**config.mk**
```make
export PLATFORM = sky130hd
export DESIGN_NAME = alu_result_buffer
export DESIGN_NICKNAME = d
export VERILOG_FILES = /design/src/rtl/alu_result_buffer.sv
export SDC_FILE = /design/constraint.sdc
export NUM_CORES = 1
export LEC_CHECK = 0
export ABC_AREA = 1
export CAP_MARGIN = 20
export CELL_PAD_IN_SITES_DETAIL_PLACEMENT = 1
export CELL_PAD_IN_SITES_GLOBAL_PLACEMENT = 1
export CORE_AREA = 2 2 113 126
export DETAILED_ROUTE_END_ITERATION = 10
export DIE_AREA = 0 0 115 128
export PLACE_DENSITY = 0.79
export SETUP_SLACK_MARGIN = 0.02
export SYNTH_ARGS = -nofsm -noshare
export SYNTH_HDL_FRONTEND = slang
export SYNTH_SLANG_ARGS = --single-unit
```
**constraint.sdc**
```tcl
create_clock -name clk -period 4.1 [get_ports clk]
set_clock_uncertainty 0.2 [all_clocks]
set_input_delay 1.025 -clock clk [delete_from_list [all_inputs] [get_ports clk]]
set_output_delay 1.025 -clock clk [all_outputs]
set_load 0.02 [all_outputs]
```
**src/rtl/alu_result_buffer.sv**
```systemverilog
// FWFT result buffer between the shift/ALU stage and its consumer; tags each
// entry with the op code and precomputed zero/negative flags.
module alu_result_buffer #(
  parameter int unsigned DEPTH = 4,
  parameter int unsigned WIDTH = 32
) (
  input  logic                     clk,
  input  logic                     rst,
  input  logic                     in_valid,
  output logic                     in_ready,
  input  logic [WIDTH-1:0]         in_res,
  input  logic [1:0]               in_funct,
  output logic                     out_valid,
  input  logic                     out_ready,
  output logic [WIDTH-1:0]         out_res,
  output logic [1:0]               out_funct,
  output logic                     out_zero,
  output logic                     out_neg,
  output logic [$clog2(DEPTH):0]   count,
  output logic                     drop_err
);

  localparam int unsigned AW = $clog2(DEPTH);
  localparam int unsigned CW = AW + 1;
  localparam int unsigned EW = WIDTH + 4;

  logic [EW-1:0] mem_q [DEPTH];
  logic [AW-1:0] wr_ptr_q, wr_ptr_d;
  logic [AW-1:0] rd_ptr_q, rd_ptr_d;
  logic [CW-1:0] count_q, count_d;
  logic          drop_err_q, drop_err_d;
  logic          push, pop;
  logic [EW-1:0] wr_entry, rd_entry;

  // Handshake flags depend only on registered occupancy
  assign in_ready  = (count_q < CW'(DEPTH));
  assign out_valid = (count_q != '0);
  assign push      = in_valid && in_ready;
  assign pop       = out_valid && out_ready;

  // Entry layout: {zero, neg, funct, result}
  assign wr_entry = {(in_res == '0), in_res[WIDTH-1], in_funct, in_res};
  assign rd_entry = mem_q[rd_ptr_q];

  assign out_res   = rd_entry[WIDTH-1:0];
  assign out_funct = rd_entry[WIDTH+1:WIDTH];
  assign out_neg   = rd_entry[WIDTH+2];
  assign out_zero  = rd_entry[WIDTH+3];
  assign count     = count_q;
  assign drop_err  = drop_err_q;

  always_comb begin
    wr_ptr_d   = wr_ptr_q;
    rd_ptr_d   = rd_ptr_q;
    count_d    = count_q;
    drop_err_d = drop_err_q;
    if (push) wr_ptr_d = wr_ptr_q + AW'(1);
    if (pop)  rd_ptr_d = rd_ptr_q + AW'(1);
    unique case ({push, pop})
      2'b10:   count_d = count_q + CW'(1);
      2'b01:   count_d = count_q - CW'(1);
      default: count_d = count_q;
    endcase
    // A presented result that is not accepted is lost; remember it
    if (in_valid && !in_ready) drop_err_d = 1'b1;
  end

  always_ff @(posedge clk) begin
    if (rst) begin
      wr_ptr_q   <= '0;
      rd_ptr_q   <= '0;
      count_q    <= '0;
      drop_err_q <= 1'b0;
    end else begin
      wr_ptr_q   <= wr_ptr_d;
      rd_ptr_q   <= rd_ptr_d;
      count_q    <= count_d;
      drop_err_q <= drop_err_d;
    end
  end

  // Storage is not reset; pointers alone define which entries are live
  always_ff @(posedge clk) begin
    if (push) mem_q[wr_ptr_q] <= wr_entry;
  end

endmodule

```
==> impl_metrics.csv <==
group,metric,value,unit
outcome,status,"complete, no violations",
synthesis,synth_cell_type_count,18,
synthesis,synth-warning-count,0,
clock_tree,cts_setup_buffers,0,
floorplanning,coreArea,0.0135,sq mm
synthesis,ys.flop_type,"edfxtp_1",
placed_design,io_buffers,79,
global_route,grt_overflow,0,
setup_path,cp-start-kind,"flip-flop",
power,leakage,2.49,nW
setup_path,cp-end-kind,"output port",
setup_path,rr_startpoint,"count[2]",
clock_tree,postCtsHoldBufs,0,
finish,drive_above_1_share,8.24,%
floorplanning,io_pins,80,
sta,relSlewSlack,54.0,%
synthesis,ys_async_sr_fraction,0,%
setup_path,critical_path_required,2.87,ns
finish,fin_util,54.3,%
floorplanning,num_rows,45,
finish,insertedDiodeCount,0,
sta,fmax,0.263,GHz
synthesis,netlist.area_leader.share,72.5,%
sta,fin_crit,3.80,ns
finish,nets,565,
power,vdd_drop_max,0.325,mV
global_route,grt_max_degree,71,
global_route,grt_pass1_vias,4166,
synthesis,ys_seq_area_share,76.0,%
placed_design,gp_congestion,0.743,
synthesis,yosysMostFrequentCell,"edfxtp_1",
synthesis,synthesis.nets,482,
route,vias,3793,
finish,multi_input_area,0.00121,sq mm
finish,seqCellArea,0.00441,sq mm
setup_path,critical_path_arrival,2.58,ns
route,wl_per_cell,20.6,um
route,drtIter0Drc,175,
synthesis,synth_common_cells,"edfxtp_1 (140), nor2_1 (102), o21ai_0 (53)",
power,p_per_area,665,mW/mm^2
hold_path,hold_path.class,"reg2reg",
hold_path,holdCritStartpoint,"drop_err",
floorplanning,initial_core_util,42.9,%
route,drt-total-wl,14400,um
route,via_per_inst,5.43,
clock_tree,clk_pin_slew,0.06,ns
synthesis,synth_cells,438,
synthesis,synth.avg_cell_area,13.2,sq um
floorplanning,dieArea,0.0147,sq mm
floorplanning,die_y,128,um
sta,tightest_slew,0.690,ns
synthesis,syn_area,0.00580,sq mm
finish,fill_cells,1376,
setup_path,cp_max_fo,70,
setup_path,setup.worst_path.class,"reg2out",
global_route,grt_use_total,20.9,%
sta,final_hold_viol_count,0,
clock_tree,numCtsBuffers,17,
clock_tree,cts_sinks,150,
sta,fin_tns_setup,0,ns
clock_tree,insertion_delay,0.42,ns
route,ant_nets,0,
clock_tree,cts_root_buf,"clkbuf_16",
placed_design,dp_hpwl,8420,um
clock_tree,cts_max_level,4,
global_route,grt_pass1_wl,22800,um
clock_tree,cts_max_path_buffers,2,
synthesis,synth_edf_count,140,
floorplanning,die_w,115,um
setup_path,ff2ff_setup_slack,1.96,ns
route,first_pass_iters,5,
global_route,antenna_found_initial,0,
finish,syn_to_final_growth,26.6,%
synthesis,synthTopCellsByArea,"edfxtp_1 (73%), nor2_1 (6.6%), o21ai_0 (4.6%)",
clock_tree,cts_tree,"built",
sta,finalCritPeriodShare,92.8,%
clock_tree,cts.repair.resized,0,
synthesis,ys_ff_latch,150,
sta,final-setup-viol-count,0,
synthesis,synth_top_area_cell,"edfxtp_1",
sta,rsz0062_at_grt,"false",
sta,report.final.slew_viol_count,0,
route,drc,0,
flow_run,cap_violations,0,
## per-layer routing
layer	vias to the layer above	share of wire (%)	track usage, %	routed length [um]
li1	1757	-	-	-
met1	1923	41	25.4	5830
met2	101	54	36.5	7810
met3	12	4.1	4.44	592
met4	0	1.1	8.15	158
met5	-	0	0	0
## cell type report
class	instances	share of cell area (%)
inverters	18	0.954
flip-flops and latches	150	60.0
repair buffers	86	12.0
clock inverters	15	1.89
well taps	164	2.80
multi-input cells	248	16.6
clock buffers	17	5.80
## logic make-up after synthesis
group	after synthesis	synth area share, %
compound gates	115	10.7
buf+inv	40	3.60
flops	150	76.0
fa+ha+maj	6	1.42
simple gates	127	8.33
## sequential cells by signal, summed over array words and instances, names as in the netlist, named ones only
name,flops
drop_err,1
wr_ptr_q,2
mem_q,140
rd_ptr_q,2
count,3
## placed cells by master, fill, tap and decap left out, drive strengths merged
master,n
edfxtp,140
nor2,102
clkdlybuf4s50,79
o21ai,74
o22ai,35
nand2,22
inv,18
clkbuf,17
dfxtp,10
clkinv,9
buf,7
a21oi,6
ha,5
clkinvlp,4
nand3,3
bufinv,2
fa,1
## path summary, 6_finish.rpt
check | to | cells after the start
setup / recovery | out_res[24] | 4
hold / removal | drop_err | 2
setup reg to reg | count[2] | 10
hold reg to reg | drop_err | 2
## worst max-delay path, cell delays in order, from the launching register on
cell,delay [ns]
dfxtp_2,0.46
inv_4,0.58
o21ai_0,0.22
o22ai_1,0.25
clkdlybuf4s50_1,0.65
## report_power, final
part,switching (mW),total [mW],internal [mW]
logic,0.884,1.44,0.559
registers,0.0821,1.95,1.87
clock network,0.603,1.49,0.885
## per-stage QoR
| stage | instance area, sq um | setup slack (ns) | hold slack, ns | cells | total power [mW] |
|---|---|---|---|---|---|
| global placement | 6780 | 0.818 | 0.258 | 666 | 3.36 |
| finish | 7340 | 0.296 | 0.307 | 698 | 4.88 |
| floorplan | 5800 | 0.850 | 0.259 | 438 | 2.77 |
| detailed placement | 6780 | 0.722 | 0.290 | 666 | 3.42 |
| global route | 7340 | 0.107 | 0.342 | 698 | 5.11 |
| CTS | 7340 | 0.280 | 0.307 | 698 | 4.93 |
No activity file was read; power rests on OpenSTA's default activity.
